### config.mk
export PLATFORM = sky130hd
export DESIGN_NAME = encoder_4x2_rr
export DESIGN_NICKNAME = d
export VERILOG_FILES = /design/src/rtl/encoder_4x2_rr_pkg.sv /design/src/rtl/rr_pick_4x2.sv /design/src/rtl/encoder_4x2_rr.sv
export SDC_FILE = /design/constraint.sdc
export NUM_CORES = 1
export LEC_CHECK = 0
export BUFFER_PORTS_ARGS = -buffer_cell sky130_fd_sc_hd__buf_2
export CAP_MARGIN = 20
export CORE_MARGIN = 10
export CORE_UTILIZATION = 46
export DETAILED_ROUTE_END_ITERATION = 7
export PLACE_DENSITY = 0.68
export SLEW_MARGIN = 25
export SYNTH_ARGS = -nofsm -noshare
export SYNTH_HDL_FRONTEND = slang
export SYNTH_HIERARCHICAL = 1
export SYNTH_SLANG_ARGS = --single-unit
### constraint.sdc
create_clock -name CLK -period 1.9 [get_ports CLK]
set_clock_uncertainty 0.15 [all_clocks]
set_input_delay 0.095 -clock CLK [delete_from_list [all_inputs] [get_ports CLK]]
set_output_delay 0.095 -clock CLK [all_outputs]
set_load 0.01 [all_outputs]
### src/rtl/encoder_4x2_rr_pkg.sv
// Shared constants for the 4-to-2 round-robin request encoder.
// Imported by the encoder top and its pick sub-module.
package encoder_4x2_rr_pkg;

    localparam int ENC_NUM_REQ = 4;
    localparam int ENC_IDX_W   = 2;

    localparam bit ENC_MODE_FIXED = 1'b0;
    localparam bit ENC_MODE_RR    = 1'b1;

endpackage

### src/rtl/rr_pick_4x2.sv
// Combinational 4-way pick: rotate by ptr, take lowest set bit,
// un-rotate. With rr_en low the rotation is bypassed.
module rr_pick_4x2
    import encoder_4x2_rr_pkg::*;
(
    input  logic [3:0] cand,
    input  logic [1:0] ptr,
    input  logic       rr_en,
    output logic [1:0] idx,
    output logic       any
);

    logic [1:0] base;
    logic [7:0] dbl;
    logic [3:0] rot;
    logic [1:0] low;

    assign base = rr_en ? ptr : 2'b00;
    assign dbl  = {cand, cand};
    assign rot  = dbl[base +: 4];

    // lowest set bit of the rotated candidate vector
    always_comb begin
        low = 2'd0;
        priority case (1'b1)
            rot[0]:  low = 2'd0;
            rot[1]:  low = 2'd1;
            rot[2]:  low = 2'd2;
            rot[3]:  low = 2'd3;
            default: low = 2'd0;
        endcase
    end

    assign idx = low + base;
    assign any = |cand;

endmodule

### src/rtl/encoder_4x2_rr.sv
// Registered 4-to-2 request encoder with round-robin or fixed
// priority and a valid/ready output handshake.
module encoder_4x2_rr
    import encoder_4x2_rr_pkg::*;
#(
    parameter bit ROUND_ROBIN = ENC_MODE_RR,
    parameter int NUM_REQ     = ENC_NUM_REQ
) (
    input  logic               CLK,
    input  logic               RESET_N,
    input  logic [NUM_REQ-1:0] REQ,
    input  logic               EN,
    input  logic               READY,
    output logic [1:0]         OUT,
    output logic               VALID,
    output logic               OVF
);

    localparam bit RR_EN = (ROUND_ROBIN == ENC_MODE_RR);

    logic [NUM_REQ-1:0] pend_q, pend_d;
    logic [NUM_REQ-1:0] req_en;
    logic [NUM_REQ-1:0] cand;
    logic [1:0]         ptr_q, ptr_d;
    logic [1:0]         out_q, out_d;
    logic               valid_q, valid_d;
    logic               ovf_q, ovf_d;
    logic [1:0]         pick_idx;
    logic               pick_any;
    logic               load;

    assign req_en = REQ & {NUM_REQ{EN}};
    assign cand   = pend_q | req_en;
    assign load   = ~valid_q | READY;

    rr_pick_4x2 u_pick (
        .cand  (cand),
        .ptr   (ptr_q),
        .rr_en (RR_EN),
        .idx   (pick_idx),
        .any   (pick_any)
    );

    // next state: reload the output slot when free or being accepted
    always_comb begin
        pend_d  = cand;
        ptr_d   = ptr_q;
        out_d   = out_q;
        valid_d = valid_q;
        ovf_d   = |(req_en & pend_q);
        if (load) begin
            if (pick_any) begin
                out_d   = pick_idx;
                valid_d = 1'b1;
                pend_d  = cand & ~(4'b0001 << pick_idx);
                if (RR_EN) begin
                    ptr_d = pick_idx + 2'd1;
                end
            end else begin
                valid_d = 1'b0;
                pend_d  = '0;
            end
        end
    end

    // state registers, cleared asynchronously
    always_ff @(posedge CLK or negedge RESET_N) begin
        if (!RESET_N) begin
            pend_q  <= '0;
            ptr_q   <= 2'b00;
            out_q   <= 2'b00;
            valid_q <= 1'b0;
            ovf_q   <= 1'b0;
        end else begin
            pend_q  <= pend_d;
            ptr_q   <= ptr_d;
            out_q   <= out_d;
            valid_q <= valid_d;
            ovf_q   <= ovf_d;
        end
    end

    assign OUT   = out_q;
    assign VALID = valid_q;
    assign OVF   = ovf_q;

endmodule

# Yosys cells after proc, flatten, opt, wreduce, memory -nomap -nowiden
# Cells that the tools add are included.
classes:
  muxes: 7
  bitwise_logic: 7
  reduce_logical: 3
  n_addsub: 2
  shifts: 2
op_table:
  columns: ["op", "n"]
  rows:
  - ["$and 4x4->4", 3]
  - ["$mux 2", 4]
  - ["$mux 4", 2]
  - ["$reduce_or 4->1", 2]
  - ["$shiftx 8x3->4", 1]
  - ["$not 4->4", 1]
  - ["$or 4x4->4", 1]
  - ["$shl 1x2->4 const A", 1]
  - ["$add 2x1->2 const B", 1]
  - ["$add 2x2->2", 1]
  - ["$reduce_and 2->1", 1]
  - ["$mux 1", 1]
  - ["$not 1->1", 1]
  - ["$or 1x1->1", 1]
word_totals:
  regBits: 10
  out_inout_bits: 4
  input_bits: 8

# Logic depth before layout (Yosys ltp)
# Gate-level depths: netlist of the first run.
logic_depth:
  word_depth: 13
  mapped_depth: 8

# Modules after synthesis
# Netlist of the first run, hierarchy kept.
by_module_without_submodules:
  columns: ["mod", "cells_each", "seq_area_each_um2", "instances", "area_per_inst_um2"]
  rows:
  - ["encoder_4x2_rr", 39, 250.2, 1, 510.5]
  - ["rr_pick_4x2", 15, 0.0, 1, 98.8]

# Worst setup path before layout of the first run
# Ideal clock, no wire load.
synth_path:
  path_kind: "register -> register"
  startpoint: "register pend_q[2]"
  endpoint: "register ptr_q[1]"
  slack_ps: -137
  required_ps: 1625
  arrival_time_ps: 1762
  stages_incl_launch_ff: 8
  path_buffers: 0
  path_cell_list: "dfrtp_1 -> a21o_1 -> and3b_1 -> a2bb2oi_1 -> o221a_1 -> inv_1 -> ha_1 -> mux2_4"
synth_via:
  elab_chain_cells: 8
  elab_cells_between_ends: 10
  cone_classes: "2 x add/sub; 1 x shift; 4 x mux; 1 x bitwise; 2 x reduce/logical"
synth_lines:
  columns: ["item", "line_no", "rtl"]
  rows:
  - ["from (decl)", "encoder_4x2_rr.sv:21", "logic [NUM_REQ-1:0] pend_q, pend_d;"]
  - ["from (signal assigned)", "encoder_4x2_rr.sv:75", "pend_q <= pend_d;"]
  - ["$or 4x4->4 (*)", "encoder_4x2_rr.sv:33", "assign cand = pend_q | req_en;"]
  - ["named net cand[2]", "encoder_4x2_rr.sv:23", "logic [NUM_REQ-1:0] cand;"]
  - ["$shiftx 8x3->4 (*)", "rr_pick_4x2.sv:20", "assign rot = dbl[base +: 4];"]
  - ["$mux 2 (3 in a row)", "rr_pick_4x2.sv:25", "priority case (1'b1)"]
  - ["$mux 2 (*)", "rr_pick_4x2.sv:25", null]
  - ["$add 2x2->2 (*)", "rr_pick_4x2.sv:34", "assign idx = low + base;"]
  - ["named net pick_idx[0]", "encoder_4x2_rr.sv:28", "logic [1:0] pick_idx;"]
  - ["$add 2x1->2 (*)", "encoder_4x2_rr.sv:57", "ptr_d = pick_idx + 2'd1;"]
  - ["to (signal assigned)", "encoder_4x2_rr.sv:76", "ptr_q <= ptr_d;"]
  - ["to (decl)", "encoder_4x2_rr.sv:24", "logic [1:0] ptr_q, ptr_d;"]
# Mark *: on every way through the listed nets, which the timed path passes. The rest lies on a longest branch.
# A chain may end at the register's enable or synchronous reset.

# Worst setup path after layout of the first run
# Ends and elaborated chain as after synthesis.

==> results of run 1 <==
-- repair_timing --
item,in CTS,in global routing
pin swaps,1,4
gates resized for setup,7,7
endpoints found under the setup margin,8,8
setup buffers,0,6
hold buffers,3,0
hold endpoints to repair,13,0
-- worst min-delay path by stage --
stage,from,end,slack (ns)
6_report,RESET_N,OUT[1]$_DFFE_PN0P_,0.05
3_5_place_dp,RESET_N,OUT[0]$_DFFE_PN0P_,-0.18
4_1_cts,REQ[3],OVF$_DFF_PN0_,0.07
2_1_floorplan,RESET_N,OUT[0]$_DFFE_PN0P_,-0.35
5_1_grt,RESET_N,OUT[1]$_DFFE_PN0P_,0.09
3_3_place_gp,RESET_N,OUT[0]$_DFFE_PN0P_,-0.19
-- metal layers --
layer	wire (um)	track usage, %	up-vias
met5	0	0	-
met1	534	9.14	257
met2	810	17.9	20
met3	133	3.15	3
li1	-	-	263
met4	28	5.15	0
-- placed cells by master (no fill, tap or decap), drive strengths merged --
cell type and count:
nand2 4, a22oi 3, conb 5, dlygate4sd3 3, buf 22, a21oi 2
clkbuf 4, a21boi 5, inv 2, mux2 4, ha 4, nor2b 1
a21o 4, nor2 1, a2bb2oi 1, nand2b 6, a31oi 1, dfrtp 10
o221a 1, or4 1, o221ai 1, o2bb2ai 1, and3b 1
-- metrics by stage --
step	instance area, um2	utilization, %	worst slack, ns	setup TNS (ns)
2_1_floorplan	637	-	-0.0561	-0.0649
3_3_place_gp	748	59.0	-0.0600	-0.124
3_5_place_dp	748	59.0	-0.0735	-0.242
4_1_cts	837	66.0	-0.0109	-0.0214
5_1_grt	907	71.5	-0.0836	-0.334
6_report	907	71.5	-0.00977	-0.0198
-- power by group through the flow --
stage | clock network (mW) | logic [mW] | registers, mW
2_1_floorplan | 0 | 0.387 | 0.364
6_report | 0.197 | 0.771 | 0.363
5_1_grt | 0.212 | 0.851 | 0.376
3_5_place_dp | 0 | 0.586 | 0.367
4_1_cts | 0.201 | 0.637 | 0.365
3_3_place_gp | 0 | 0.574 | 0.359
-- final cells by class --
| cell class | instances | area (um2) |
|---|---|---|
| inverter | 2 | 7.51 |
| clock buffer | 4 | 36.3 |
| multi-input combinational | 46 | 427 |
| fill | 95 | 362 |
| sequential | 10 | 250 |
| timing repair buffer | 25 | 168 |
| tap | 15 | 18.8 |
-- registers in the layout, indices dropped and copies added (netlist names) --
name and flops:
OVF 1, ptr_q 2, OUT 2, pend_q 4, VALID 1
-- logic make-up after synthesis --
logic type / count (synthesis)
AO/OA/AOI/OAI: 19
AND/OR/NAND/NOR: 14
flip-flops: 10
multiplexers: 4
adder cells (fa/ha/maj): 4
buffers and inverters: 2
other: 1
-- worst max-delay path, cell delays in order (launching register included) --
cell,delay [ns]
dfrtp_1,0.37
a21o_1,0.17
and3b_1,0.23
a2bb2oi_2,0.13
o221a_1,0.22
inv_2,0.07
ha_4,0.20
mux2_4,0.26
==> results.txt, run 1 <==
wire length of the first global-routing pass = 2490 um
CTS tree = done
XOR/XNOR Fraction of Synth Area = 0%
# setup viols final = 3
Max Buffers Root-to-Sink = 2
Port Buffers = 11
Final min period = 1.91 ns
ys async rst share = 100%
Vias/cell = 5.32
critical path peak fanout = 3
Commonest cells post-synth = dfrtp_1 (10), a21boi_0 (5), nand2b_1 (5)
max-cap violation count = 0
Setup WS post-layout = -0.00977 ns
Placed Cells = 89
main combinational cell family by area after synthesis = compound AO/OA/AOI/OAI gates
Core Region = 1270 um2
VDD IR max = 0.000846 V
DRT antenna net count = 0
Synth cell types = 22
Worst EP required = 1.92 ns
synth warn = 6
vias in the first global route = 589
Worst Setup End Kind = register
Synth Register Bits = 10
diode count = 0
failing checks = negative setup slack
Layout area overhead = 48.9%
Compound-Gate Fraction of Synth Area = 23.6%
gr usage total = 9.68%
GRT Residual Overflow = 0
Site Rows = 13
drt drc = 0
Area contributors post-synth = dfrtp_1 (41%), mux2_4 (9.9%), ha_1 (8.2%)
Hold Crit Class = primary input to async pin
most frequent cell after synthesis = dfrtp_1
PD cells = 1470 nW/um2
Avg Inst Size Synth = 11.3 um2
crit path kind = register to register
Fin. Hold Viols = 0
Critical path destination = ptr_q[1]$_DFFE_PN0P_
First-pass DRT Iterations = 4
multiplexer area fraction after synthesis = 9.86%
dpl hpwl = 1110 um
Critical R2R Launch = pend_q[2]$_DFF_PN0_
Leak = 0.452 nW
average wire per standard cell = 14.8 um
unrepaired setup endpoints after global routing = true
initial DRC count = 10
Seq/Total Area, Yosys = 41.1%
Worst R2R Path Depth = 7
clk sinks = 10
Startpoint Class = register
Post-Layout Cell Count = 102
Clock Pin Slew Worst Setup and Hold Paths = 0.07 ns
Synth Area in Simple Gates = 15.4%
post-synthesis adder-cell area fraction = 8.21%
flop2flop setup slack = -0.01 ns
Sequential Power Share = 27.3%
Internal Power = 0.860 mW
critical path data arrival time = 1.93 ns
dominant synthesized flop cell = dfrtp_1
antenna violations before repair = 0
die extent in x = 56.4 um
R2R Path End = ptr_q[1]$_DFFE_PN0P_
I/O pin cnt = 12
combinational share of power = 57.9%
CTS root buffer = clkbuf_4
die height = 56.4 um
Clk pwr share = 14.8%
max-slew violations = 0
Syn Inst Count = 54
Max Clk Rate = 0.524 GHz
GPL Wtd Cong = 0.800
CP startpoint = pend_q[2]$_DFF_PN0_
Psw = 0.472 mW
Sw Ratio = 35.4%
WL final = 1510 um
Power, Total = 1.33 mW
Final Net Count = 100
outcome = complete, but fails checks
largest net degree at the start of global routing = 11
die area = 3180 um2
Post-synth EDFFs = 0
Final Cycle Share = 101%
Yosys top cell by area = dfrtp_1
total number of vias = 543
fraction of layout cells with a size suffix above 1 = 48.3%
hold slack final = 0.0495 ns
CTS Buf Count = 3
post-synth top area share = 41.1%
H-tree levels = 1
Skew-Pair Late Insertion Delay = 0.28 ns
Syn Std Cell Area = 609 um2
Initial Utilization = 48.0%
(Power assumes the default switching activity.)
==> inputs of run 2 (changes only) <==
- CORE_AREA: unset -> 10 10 47 49
- CORE_MARGIN: 10 -> unset
- CORE_UTILIZATION: 46 -> unset
- DIE_AREA: unset -> 0 0 57 59
- PLACE_DENSITY: 0.68 -> 0.65
- clock period: 1.9 -> 1.95 ns (I/O delays scaled with it)
==> results.txt, run 2 (same netlist as run 1, synthesis figures left out) <==
CP startpoint = pend_q[0]$_DFF_PN0_ (was pend_q[2]$_DFF_PN0_)
Worst EP required = 1.96 ns (was 1.92 ns)
unrepaired setup endpoints after global routing = true (unchanged)
Critical Path Stages = 7 (unchanged)
die extent in x = 57 um (was 56.4 um)
DRT antenna net count = 0 (unchanged)
Sequential Power Share = 30.1% (was 27.3%)
H-tree levels = 1 (unchanged)
crit path kind = register to register (unchanged)
Site Rows = 14 (was 13)
Crit path buffers/inverters = 1 (unchanged)
Fin. Hold Viols = 0 (unchanged)
gr usage total = 7.68% (was 9.68%)
dpl hpwl = 972 um (was 1110 um)
Critical path destination = ptr_q[1]$_DFFE_PN0P_ (unchanged)
Critical R2R Launch = pend_q[0]$_DFF_PN0_ (was pend_q[2]$_DFF_PN0_)
Core Region = 1400 um2 (was 1270 um2)
average wire per standard cell = 13.1 um (was 14.8 um)
critical path data arrival time = 1.96 ns (was 1.93 ns)
critical path peak fanout = 5 (was 3)
commonest non-fill, non-tap cell in the layout = buf_2
fraction of layout cells with a size suffix above 1 = 41.5% (was 48.3%)
met2 Use GR = 13.2% (was 17.9%)
max-slew violations = 0 (unchanged)
Sw Ratio = 34.6% (was 35.4%)
total number of vias = 485 (was 543)
CP max-delay cell = dfrtp_1 (unchanged)
First-pass DRT Iterations = 4 (unchanged)
CTS Buf Count = 3 (unchanged)
die height = 59 um (was 56.4 um)
initial DRC count = 7 (was 10)
Cell Area, Placed = 757 um2 (was 748 um2)
Top delay family on crit path = compound AO/OA/AOI/OAI gates (unchanged)
WL final = 1280 um (was 1510 um)
final core utilization = 60.7% (was 71.5%)
CTS tree = done (unchanged)
GPL Wtd Cong = 0.726 (was 0.800)
largest net degree at the start of global routing = 11 (unchanged)
Worst Setup End Kind = register (unchanged)
clk sinks = 10 (unchanged)
VDD IR max = 0.000822 V (was 0.000846 V)
R2R Path End = ptr_q[1]$_DFFE_PN0P_ (unchanged)
Vias/cell = 4.95 (was 5.32)
die area = 3360 um2 (was 3180 um2)
Clock Pin Slew Worst Setup and Hold Paths = 0.07 ns (about the same)
max-cap violation count = 0 (unchanged)
GRT Residual Overflow = 0 (unchanged)
postcts setup bufs = 0 (unchanged)
global routing met3 resource utilization = 4.94% (was 3.15%)
Final Net Count = 95 (was 100)
flop2flop setup slack = -0.006 ns (was -0.01 ns)
Initial Utilization = 43.5% (was 48.0%)
Worst R2R Path Depth = 7 (unchanged)
Final Cycle Share = 100% (was 101%)
CP cell instances = a21o_1 > nor2b_2 > a31oi_1 > o2bb2ai_1 > inv_1 > ha_4 > mux2_4 (was a21o_1 > and3b_1 > a2bb2oi_2 > o221a_1 > inv_2 > ha_4 > mux2_4)
most frequent cells in the layout = buf_2 (11), dfrtp_1 (10), buf_4 (6) (was buf_2 (11), buf_4 (11), dfrtp_1 (10))
wire length of the first global-routing pass = 2040 um (was 2490 um)
Max Buffers Root-to-Sink = 2 (unchanged)
antenna violations before repair = 0 (unchanged)
Clk pwr share = 16.4% (was 14.8%)
I/O pin cnt = 12 (unchanged)
Skew-Pair Late Insertion Delay = 0.27 ns (was 0.28 ns)
Layout area overhead = 39.6% (was 48.9%)
Internal Power = 0.763 mW (was 0.860 mW)
# setup viols final = 1 (was 3)
combinational share of power = 53.5% (was 57.9%)
Hold Crit Class = primary input to register (was primary input to async pin)
Final min period = 1.96 ns (was 1.91 ns)
drt drc = 0 (unchanged)
Psw = 0.404 mW (was 0.472 mW)
Port Buffers = 11 (unchanged)
busiest grt layer = met2 (unchanged)
Filler cells = 133 (was 95)
Biggest register = pend_q (unchanged)
Max Clk Rate = 0.511 GHz (was 0.524 GHz)
max reg flops = 4 (unchanged)
vias in the first global route = 467 (was 589)
CP peak stage delay = 0.37 ns (about the same)
outcome = complete, but fails checks (unchanged)
diode count = 0 (unchanged)
PD cells = 1370 nW/um2 (was 1470 nW/um2)
Setup WS post-layout = -0.00590 ns (was -0.00977 ns)
Startpoint Class = register (unchanged)
failing checks = negative setup slack (unchanged)
met1 Usage GRT = 7.57% (was 9.14%)
Design Area, Final = 851 um2 (was 907 um2)
Leak = 0.423 nW (was 0.452 nW)
CTS root buffer = clkbuf_4 (unchanged)
==> run 2: cell types whose count changed in the layout (fill, tap and decap cells not counted), sizes merged <==
cell,change
buf,-5
==> run 2: worst min-delay path, delay by kind of cell <==
family | cells | cell delay (ns)
compound gates | 2 | 0.23
buf+inv | 1 | 0.10
==> run 2: cell type report <==
class                           instances  area [um2]  share of cell area [%]
Tap cell                               16        20.0                    2.35
Inverter                                2        7.51                   0.882
Clock buffer                            4        36.3                    4.26
Timing Repair Buffer                   20         130                    15.3
Sequential cell                        10         250                    29.4
Multi-Input combinational cell         46         407                    47.8
==> run 2: per-stage QoR <==
| step | std cells | hold WS, ns | power, mW | setup slack (ns) | setup TNS [ns] |
|---|---|---|---|---|---|
| 2_1_floorplan | 58 | -0.348 | 0.732 | -0.00609 | -0.00609 |
| 3_3_place_gp | 91 | -0.186 | 0.926 | -0.0149 | -0.0212 |
| 3_5_place_dp | 91 | -0.175 | 0.932 | 0.00972 | 0 |
| 4_1_cts | 98 | 0.0217 | 1.15 | 0.00146 | 0 |
| 5_1_grt | 98 | 0.0681 | 1.27 | -0.0792 | -0.203 |
| 6_report | 98 | 0.0544 | 1.17 | -0.00590 | -0.00590 |
==> run 2: layer usage <==
layer	vias to the layer above	share of wire [%]	wire length [um]
met3	0	8.6	111
met5	-	0	0
met1	222	38	494
met4	0	0	0
met2	11	53	678
li1	252	-	-
==> run 2: worst min-delay path by stage <==
stage                        from            endpoint  slack, ns  depth (start not counted)
after global routing      RESET_N  OUT[0]$_DFFE_PN0P_       0.07                          2
after CTS                  REQ[3]       OVF$_DFF_PN0_       0.02                          3
after detailed placement  RESET_N  OUT[0]$_DFFE_PN0P_      -0.17                          1
final                      REQ[3]       OVF$_DFF_PN0_       0.05                          3
after floorplan           RESET_N  OUT[0]$_DFFE_PN0P_      -0.35                          0
after global placement    RESET_N  OUT[0]$_DFFE_PN0P_      -0.19                          1
==> run 2: power groups by stage <==
| stage | clock, mW | sequential, mW | combinational (mW) |
|---|---|---|---|
| 6_report | 0.191 | 0.352 | 0.624 |
| 3_5_place_dp | 0 | 0.356 | 0.577 |
| 5_1_grt | 0.210 | 0.366 | 0.693 |
| 3_3_place_gp | 0 | 0.353 | 0.573 |
| 4_1_cts | 0.195 | 0.352 | 0.601 |
| 2_1_floorplan | 0 | 0.354 | 0.377 |
==> run 2: timing repair <==
item / in CTS / in global routing
endpoints found under the hold margin: 12 / 0
resized for setup: 2 / 5
gates cloned: 0 / 0
setup endpoints to repair: 2 / 8
hold buffers: 3 / 0
pin swaps: 0 / 1
==> inputs of run 3 (changes only) <==
- CORE_AREA: 10 10 47 49 -> unset
- CORE_MARGIN: unset -> 10
- CORE_UTILIZATION: unset -> 46
- DIE_AREA: 0 0 57 59 -> unset
- PLACE_DENSITY: 0.65 -> 0.68
- clock period: 1.95 -> 1.6 ns (I/O delays scaled with it)
==> results.txt, run 3 (same netlist as run 1, synthesis figures left out) <==
Design Area, Final = 932 um2 (was 851 um2)
drt drc = 0 (unchanged)
critical path data arrival time = 1.95 ns (was 1.96 ns)
GPL Wtd Cong = 0.793 (was 0.726)
Fin. Hold Viols = 0 (unchanged)
total number of vias = 493 (was 485)
outcome = complete, but fails checks (unchanged)
DRT antenna net count = 0 (unchanged)
initial DRC count = 7 (unchanged)
Vias/cell = 4.88 (was 4.95)
Power, Total = 1.62 mW (was 1.17 mW)
Clock Pin Slew Worst Setup and Hold Paths = 0.06 ns (was 0.07 ns)
CTS Buf Count = 3 (unchanged)
critical path peak fanout = 3 (was 5)
WL final = 1430 um (was 1280 um)
die area = 3180 um2 (was 3360 um2)
die height = 56.4 um (was 59 um)
Port Buffers = 11 (unchanged)
# setup viols final = 9 (was 1)
Leak = 0.459 nW (was 0.423 nW)
Site Rows = 13 (was 14)
Max Clk Rate = 0.513 GHz (was 0.511 GHz)
dpl ws = -0.375 ns (was 0.00972 ns)
crit path kind = register to register (unchanged)
GRT Residual Overflow = 0 (unchanged)
Final Net Count = 99 (was 95)
Initial Utilization = 48.0% (was 43.5%)
Setup WS post-layout = -0.350 ns (was -0.00590 ns)
max-slew violations = 0 (unchanged)
VDD IR max = 0.00100 V (was 0.000822 V)
unrepaired setup endpoints after global routing = true (unchanged)
diode count = 0 (unchanged)
Skew-Pair Late Insertion Delay = 0.26 ns (was 0.27 ns)
Core Region = 1270 um2 (was 1400 um2)
Cell Area, Placed = 785 um2 (was 757 um2)
average wire per standard cell = 14.2 um (was 13.1 um)
dpl hpwl = 1100 um (was 972 um)
CP startpoint = pend_q[2]$_DFF_PN0_ (was pend_q[0]$_DFF_PN0_)
fraction of layout cells with a size suffix above 1 = 52.3% (was 41.5%)
I/O pin cnt = 12 (unchanged)
Layout area overhead = 53.0% (was 39.6%)
Filler cells = 97 (was 133)
Worst Setup End Kind = register (unchanged)
CTS tree = done (unchanged)
Max Buffers Root-to-Sink = 2 (unchanged)
antenna violations before repair = 0 (unchanged)
most frequent cells in the layout = buf_2 (11), dfrtp_1 (10), buf_4 (9) (was buf_2 (11), dfrtp_1 (10), buf_4 (6))
max-cap violation count = 0 (unchanged)
Worst EP required = 1.60 ns (was 1.96 ns)
Hold Crit Class = primary input to async pin (was primary input to register)
wire length of the first global-routing pass = 2460 um (was 2040 um)
gr usage total = 9.54% (was 7.68%)
largest net degree at the start of global routing = 11 (unchanged)
PD cells = 1740 nW/um2 (was 1370 nW/um2)
die extent in x = 56.4 um (was 57 um)
vias in the first global route = 544 (was 467)
CTS root buffer = clkbuf_4 (unchanged)
Critical R2R Launch = pend_q[2]$_DFF_PN0_ (was pend_q[0]$_DFF_PN0_)
setup TNS = -2.46 ns (was -0.00590 ns)
First-pass DRT Iterations = 3 (was 4)
Final min period = 1.95 ns (was 1.96 ns)
commonest non-fill, non-tap cell in the layout = buf_2 (unchanged)
final core utilization = 73.5% (was 60.7%)
failing checks = negative setup slack (unchanged)
Startpoint Class = register (unchanged)
H-tree levels = 1 (unchanged)
Final Cycle Share = 122% (was 100%)
Biggest register = pend_q (unchanged)
clk sinks = 10 (unchanged)
max reg flops = 4 (unchanged)
## run 3: changes by cell type in the layout (fill, tap and decap cells not counted), sizes merged
cell | before | now
buf | 17 | 21
## run 3: power breakdown
part	switching, mW	total, mW	internal (mW)
sequential	0.0724	0.433	0.360
clock	0.0836	0.222	0.138
combinational	0.405	0.963	0.558
## run 3: layout make-up
class | count | area (um2) | share of cell area, %
tap | 15 | 18.8 | 2.01
inverter | 2 | 7.51 | 0.805
multi-input combinational | 46 | 455 | 48.9
timing repair buffer | 24 | 164 | 17.6
sequential | 10 | 250 | 26.8
clock buffer | 4 | 36.3 | 3.89
## run 3: worst max-delay path, cell delays in order (launching register included)
cell and delay, ns:
dfrtp_1 0.37, a21o_1 0.17, and3b_1 0.22, a2bb2oi_2 0.13
o221a_1 0.25, inv_2 0.08, ha_4 0.21, mux2_4 0.26
## run 3: per-stage QoR
stage,hold WS [ns],std cells
floorplan,-0.366,58
global placement,-0.200,92
detailed placement,-0.201,92
CTS,0.0450,101
global route,0.0491,101
finish,0.0464,101
## run 3: layer usage
layer | GRT usage [%] | vias to the layer above | share of wire (%)
met4 | 1.03 | 0 | 0
li1 | - | 257 | -
met5 | 0 | - | 0
met1 | 9.51 | 225 | 40
met3 | 5.84 | 0 | 7.4
met2 | 17.0 | 11 | 52
## run 3: path summary, 6_finish.rpt
check,slack (ns),endpoint,depth (start not counted)
worst max register to register,-0.35,ptr_q[1]$_DFFE_PN0P_,7
min in group CLK,0.10,OVF$_DFF_PN0_,3
max in group asynchronous,1.06,OUT[0]$_DFFE_PN0P_,2
worst max-delay path,-0.35,ptr_q[1]$_DFFE_PN0P_,7
worst min-delay path,0.05,ptr_q[0]$_DFFE_PN0P_,2
worst min register to register,0.37,OUT[1]$_DFFE_PN0P_,1
## run 3: timing repair
item | 4_1_cts | 5_1_grt
endpoints found under the hold margin | 15 | 0
gates resized for setup | 8 | 8
hold buffers | 3 | 0
cloned | 0 | 0
pin swaps | 4 | 2
setup buffers | 2 | 0
setup endpoints to repair | 9 | 9
